$ cat config.mk
export PLATFORM = sky130hd
export DESIGN_NAME = mul2x2_seq_ctrl
export DESIGN_NICKNAME = d
export VERILOG_FILES = /design/src/rtl/mul2x2_seq_ctrl.sv
export SDC_FILE = /design/constraint.sdc
export NUM_CORES = 1
export LEC_CHECK = 0
export ABC_AREA = 1
export BUFFER_PORTS_ARGS = -buffer_cell sky130_fd_sc_hd__buf_2
export CAP_MARGIN = 10
export CORE_ASPECT_RATIO = 1.2
export CORE_MARGIN = 2
export CORE_UTILIZATION = 55
export CTS_BUF_LIST = sky130_fd_sc_hd__clkbuf_4
export DETAILED_ROUTE_END_ITERATION = 7
export PLACE_DENSITY_LB_ADDON = 0.05
export REMOVE_ABC_BUFFERS = 1
export SLEW_MARGIN = 10
export SYNTH_ARGS = -nofsm -noshare
export SYNTH_HDL_FRONTEND = slang
export SYNTH_SLANG_ARGS = --single-unit
$ cat constraint.sdc
create_clock -name clk -period 8.8 [get_ports clk]
set_clock_uncertainty 0.05 [all_clocks]
set_input_delay 1.32 -clock clk [delete_from_list [all_inputs] [get_ports clk]]
set_output_delay 1.32 -clock clk [all_outputs]
set_load 0.02 [all_outputs]
$ cat src/rtl/mul2x2_seq_ctrl.sv
// Sequential WIDTH x WIDTH unsigned multiplier built around one 2x2 multiply slice.
// Digit pairs are issued one per clock and shift-accumulated into a 2*WIDTH accumulator.
module mul2x2_seq_ctrl #(
   parameter int unsigned WIDTH = 8
) (
   input  logic               clk,
   input  logic               rst_n,
   input  logic               start,
   input  logic [WIDTH-1:0]   a,
   input  logic [WIDTH-1:0]   b,
   output logic               busy,
   output logic               done,
   output logic [2*WIDTH-1:0] product
);

   localparam int unsigned Digits = WIDTH / 2;
   localparam int unsigned IdxW   = (Digits > 1) ? $clog2(Digits) : 1;
   localparam logic [IdxW-1:0] LastIdx = IdxW'(Digits - 1);

   typedef enum logic [1:0] {StIdle, StRun, StDone} state_e;

   state_e             state_q, state_d;
   logic [WIDTH-1:0]   a_q, a_d, b_q, b_d;
   logic [2*WIDTH-1:0] acc_q, acc_d, product_q, product_d;
   logic [IdxW-1:0]    i_q, i_d, j_q, j_d;

   logic [1:0]         a_dig, b_dig;
   logic [3:0]         pp;
   logic [IdxW:0]      pos;
   logic [2*WIDTH-1:0] pp_ext, pp_shifted, acc_sum;

   // Digit select as an explicit mux so the slice sees only the active pair.
   always_comb begin
      a_dig = '0;
      b_dig = '0;
      for (int k = 0; k < Digits; k++) begin
         if (i_q == IdxW'(k)) a_dig = a_q[2*k +: 2];
         if (j_q == IdxW'(k)) b_dig = b_q[2*k +: 2];
      end
   end

   always_comb begin
      pp         = {2'b00, a_dig} * {2'b00, b_dig};
      pp_ext     = '0;
      pp_ext[3:0] = pp;
      pos        = {1'b0, i_q} + {1'b0, j_q};
      pp_shifted = pp_ext << {pos, 1'b0};
      acc_sum    = acc_q + pp_shifted;
   end

   always_comb begin
      state_d   = state_q;
      a_d       = a_q;
      b_d       = b_q;
      acc_d     = acc_q;
      product_d = product_q;
      i_d       = i_q;
      j_d       = j_q;
      unique case (state_q)
         StIdle, StDone: begin
            // DONE accepts start like IDLE so back-to-back requests lose no cycle.
            if (start) begin
               a_d     = a;
               b_d     = b;
               acc_d   = '0;
               i_d     = '0;
               j_d     = '0;
               state_d = StRun;
            end else begin
               state_d = StIdle;
            end
         end
         StRun: begin
            acc_d = acc_sum;
            if (j_q == LastIdx) begin
               j_d = '0;
               if (i_q == LastIdx) begin
                  i_d       = '0;
                  product_d = acc_sum;
                  state_d   = StDone;
               end else begin
                  i_d = i_q + 1'b1;
               end
            end else begin
               j_d = j_q + 1'b1;
            end
         end
         default: state_d = StIdle;
      endcase
   end

   always_ff @(posedge clk or negedge rst_n) begin
      if (!rst_n) begin
         state_q   <= StIdle;
         a_q       <= '0;
         b_q       <= '0;
         acc_q     <= '0;
         product_q <= '0;
         i_q       <= '0;
         j_q       <= '0;
      end else begin
         state_q   <= state_d;
         a_q       <= a_d;
         b_q       <= b_d;
         acc_q     <= acc_d;
         product_q <= product_d;
         i_q       <= i_d;
         j_q       <= j_d;
      end
   end

   assign busy    = (state_q == StRun);
   assign done    = (state_q == StDone);
   assign product = product_q;

endmodule
==> impl_results.md <==
- Number of global-route vias before repair: 3002
- Placed standard-cell area: 3737 um2
- Number of clock buffers inserted by TritonCTS: 5
- Yosys warnings: 0
- Number of synthesized flops with an enable pin: 0
- Total setup violations reported at the end of the flow: 0
- Largest fanout on the critical path: 6
- Top area cells in the synthesized netlist: sky130_fd_sc_hd__dfrtp_1 39%, sky130_fd_sc_hd__nand2_1 17%, sky130_fd_sc_hd__ha_1 9.7%, sky130_fd_sc_hd__inv_1 6.7%, sky130_fd_sc_hd__nand3_1 5.3%
- Final-report hold violation count: 0
- Synth async-reset ratio: 1.000
- Fraction of post-synthesis cell area in the top cell type by area: 0.3864
- Dominant cell by count in the synthesized netlist: sky130_fd_sc_hd__nand2_1
- Post-layout total power: 0.001522 W
- Layout Utilization: 0.6273
- GP Congestion: 0.9178
- Post-CTS setup repair buffer count: 0
- Outcome: finished clean
- Number of library cell types mapped by synthesis: 31
- DRC errors left: 0
- Cell type with the highest aggregate area in the netlist: sky130_fd_sc_hd__dfrtp_1
- Worst slew margin relative to its limit: 0.5528
- Combined area of all synthesized cells: 3497 um2
- Number of sinks driven by the clock tree: 54
- Share of synthesized area occupied by flip-flops and latches: 0.3864
- Remaining antenna violation count after routing: 0
- Unrepaired setup endpoints after global routing: no
- Port Buf Inserts: 36
- Static leakage: 2.106 nW
- Max Slew Vio Count: 0
- Start of the worst register-to-register path: j_q[0]
- Global-route total usage across every layer: 0.2327
- Arrival time worst endpoint: 3.92 ns
- Post-synthesis register bit count: 54
- Clock insertion delay at the later pin of the skew report: 0.38 ns
- Required time worst endpoint: 9.03 ns
- Antenna cells: 0
- Vias/cell: 5.081
- Cell at the root of the clock tree: sky130_fd_sc_hd__clkbuf_4
- Cells on worst reg2reg path: 18
- # fillers: 569
- Aggregate negative setup slack: 0 ns
- Setup crit start kind: flip-flop
- Die X: 76.79 um
- Primary flip-flop cell chosen by synthesis mapping: sky130_fd_sc_hd__dfrtp_1
- Fraction of the cycle the final worst path needs: 0.4194
- Hold Buf Count CTS: 0
- Sum of net half-perimeters after detailed placement: 5.656 mm
- R2r endpoint: product[7]
- Final routed wire length divided by cell count: 12.65 um
- 1st-pass router iterations: 4
- Commonest cells in the synthesized netlist: 160 x sky130_fd_sc_hd__nand2_1, 62 x sky130_fd_sc_hd__inv_1, 54 x sky130_fd_sc_hd__dfrtp_1
- Class of the most critical setup path: flip-flop to flip-flop
- Relative area change from synthesis to final layout: 9.231%
- Post-CTS clock slew at the launch and capture registers of the worst setup and hold paths: 0.16 ns
- Maximum capacitance violations: 0
- Die ar.: 7015 um2
- Overall overflow remaining after global route: 0
- Max clock buf depth: 2
- Largest net degree at the start of global routing: 55
- End point of the critical path: product[7]
- VDD IR max: 0.0002177 V
- Net total in the final layout: 547
- Overall routed net length: 7.361 mm
- First-pass GRT wire length: 13.12 mm
- Syn Area/Cell: 7.569 um2
- Final non-filler cell area: 3820 um2
- Power Density: 398.3 nW/um2
- Fraction of final layout cells sized beyond drive strength 1: 0.1460
- Total core area: 6090 um2
- # rows: 31
- FMAX: 270.9 MHz
- Launch point of the critical path: j_q[0]
- Minimum period implied by the final worst setup slack: 3.691 ns
- Number of instances in the synthesized netlist: 462
- TritonCTS clock tree: done
- Vert. Die Dim: 91.35 um
- Kind of capture point of the worst setup path: flip-flop
- Worst R2R Setup Slack: 5.11 ns
- Slew at the pin closest to its max-slew limit: 0.6708 ns
- Number of H-tree levels: 2
- Hold Crit Class: flip-flop to flip-flop
- Effective utilization at floorplan: 0.5743
- Number of resized instances in the post-cts repair step: 0
- DRC marker count from the first detailed-route iteration: 136
- Antenna violations before repair: 0
- Total vias in the final route: 2957
- Num ports: 37
## cell type report
| class | instances | area, um2 | share of cell area |
|---|---|---|---|
| multi-input combinational | 335 | 1846 | 0.4831 |
| sequential | 54 | 1351 | 0.3538 |
| inverter | 66 | 250.2 | 0.06551 |
| timing repair buffer | 37 | 187.7 | 0.04913 |
| tap | 82 | 102.6 | 0.02686 |
| clock buffer | 6 | 45.04 | 0.01179 |
| clock inverter | 2 | 37.54 | 0.009826 |
## state kept, by name (all words and copies together), names as in the netlist
signal	flops
a_q	8
b_q	8
j_q	2
i_q	2
product	16
state_q	2
acc_q	16
## cells in the final DEF (no fill, tap or decap), drive strengths merged
| cell | instances |
|---|---|
| dfrtp | 54 |
| o21ai | 17 |
| bufinv | 1 |
| clkbuf | 6 |
| a22o | 1 |
| nand2 | 164 |
| xnor2 | 2 |
| nand3b | 4 |
| inv | 66 |
| nor3 | 3 |
| xor2 | 1 |
| nand3 | 38 |
| clkinvlp | 1 |
| o22ai | 3 |
| a21oi | 16 |
| fa | 2 |
| nand4 | 2 |
| buf | 37 |
| nor2 | 33 |
| mux2 | 16 |
| a31oi | 1 |
| ha | 27 |
| or2 | 5 |
## per-layer routing
metal,share of wire,up-vias,track usage
li1,-,1532,-
met1,0.44,1347,0.2800
met2,0.50,56,0.4115
met3,0.030,22,0.02883
met4,0.035,0,0.1076
met5,0,-,0
## critical path: stages, from the launching register on
cell and delay (ns):
sky130_fd_sc_hd__dfrtp_1 0.48, sky130_fd_sc_hd__inv_1 0.12, sky130_fd_sc_hd__ha_1 0.19, sky130_fd_sc_hd__inv_1 0.06, sky130_fd_sc_hd__o21ai_0 0.15, sky130_fd_sc_hd__a21oi_1 0.06, sky130_fd_sc_hd__a21oi_1 0.18, sky130_fd_sc_hd__a21oi_1 0.07
sky130_fd_sc_hd__ha_1 0.20, sky130_fd_sc_hd__ha_1 0.28, sky130_fd_sc_hd__o21ai_0 0.39, sky130_fd_sc_hd__nor2_1 0.12, sky130_fd_sc_hd__ha_1 0.35, sky130_fd_sc_hd__or2_1 0.27, sky130_fd_sc_hd__nand3_1 0.11, sky130_fd_sc_hd__nand2_2 0.11
sky130_fd_sc_hd__or2_1 0.24, sky130_fd_sc_hd__nand3_1 0.10, sky130_fd_sc_hd__nand2_1 0.06
## where the power goes
part / switching [W] / internal (W) / leakage (nW) / total (W)
Combinational: 0.000596 / 0.000346 / 1.43 / 0.000942
Clock: 0.0000783 / 0.0000631 / 0.0419 / 0.000141
Sequential: 0.0000723 / 0.000366 / 0.632 / 0.000438
Total: 0.000746 / 0.000775 / 2.11 / 0.00152
## cell families (layout without fill, tap and decap cells)
family                     Yosys count  count (layout)  share of synthesized area
and+or+nand+nor                    249             249                     0.3038
buffers and inverters               73             111                    0.08587
DFF                                 54              54                     0.3864
AOI/OAI and AO/OA                   38              38                    0.05689
adders and majority gates           29              29                     0.1080
muxes                               16              16                    0.05152
xor gates and xnor gates             3               3                   0.007515
## worst min-delay path by stage
stage	from	end	slack, ns	depth (start not counted)
after floorplan	acc_q[6]	acc_q[6]	0.41	2
final	product[5]	product[5]	0.44	2
after detailed placement	product[14]	product[14]	0.41	2
after CTS	product[14]	product[14]	0.45	2
after global placement	product[2]	product[2]	0.40	2
after global routing	product[13]	product[13]	0.47	2
## through the flow
step	instances	hold slack (ns)	worst slack (ns)
after floorplan	455	0.4055	5.655
after global placement	574	0.4010	5.288
after detailed placement	574	0.4099	5.166
after CTS	582	0.4473	5.146
after global routing	582	0.4657	4.813
final	582	0.4416	5.109
Power figures use the tool's default switching activity.
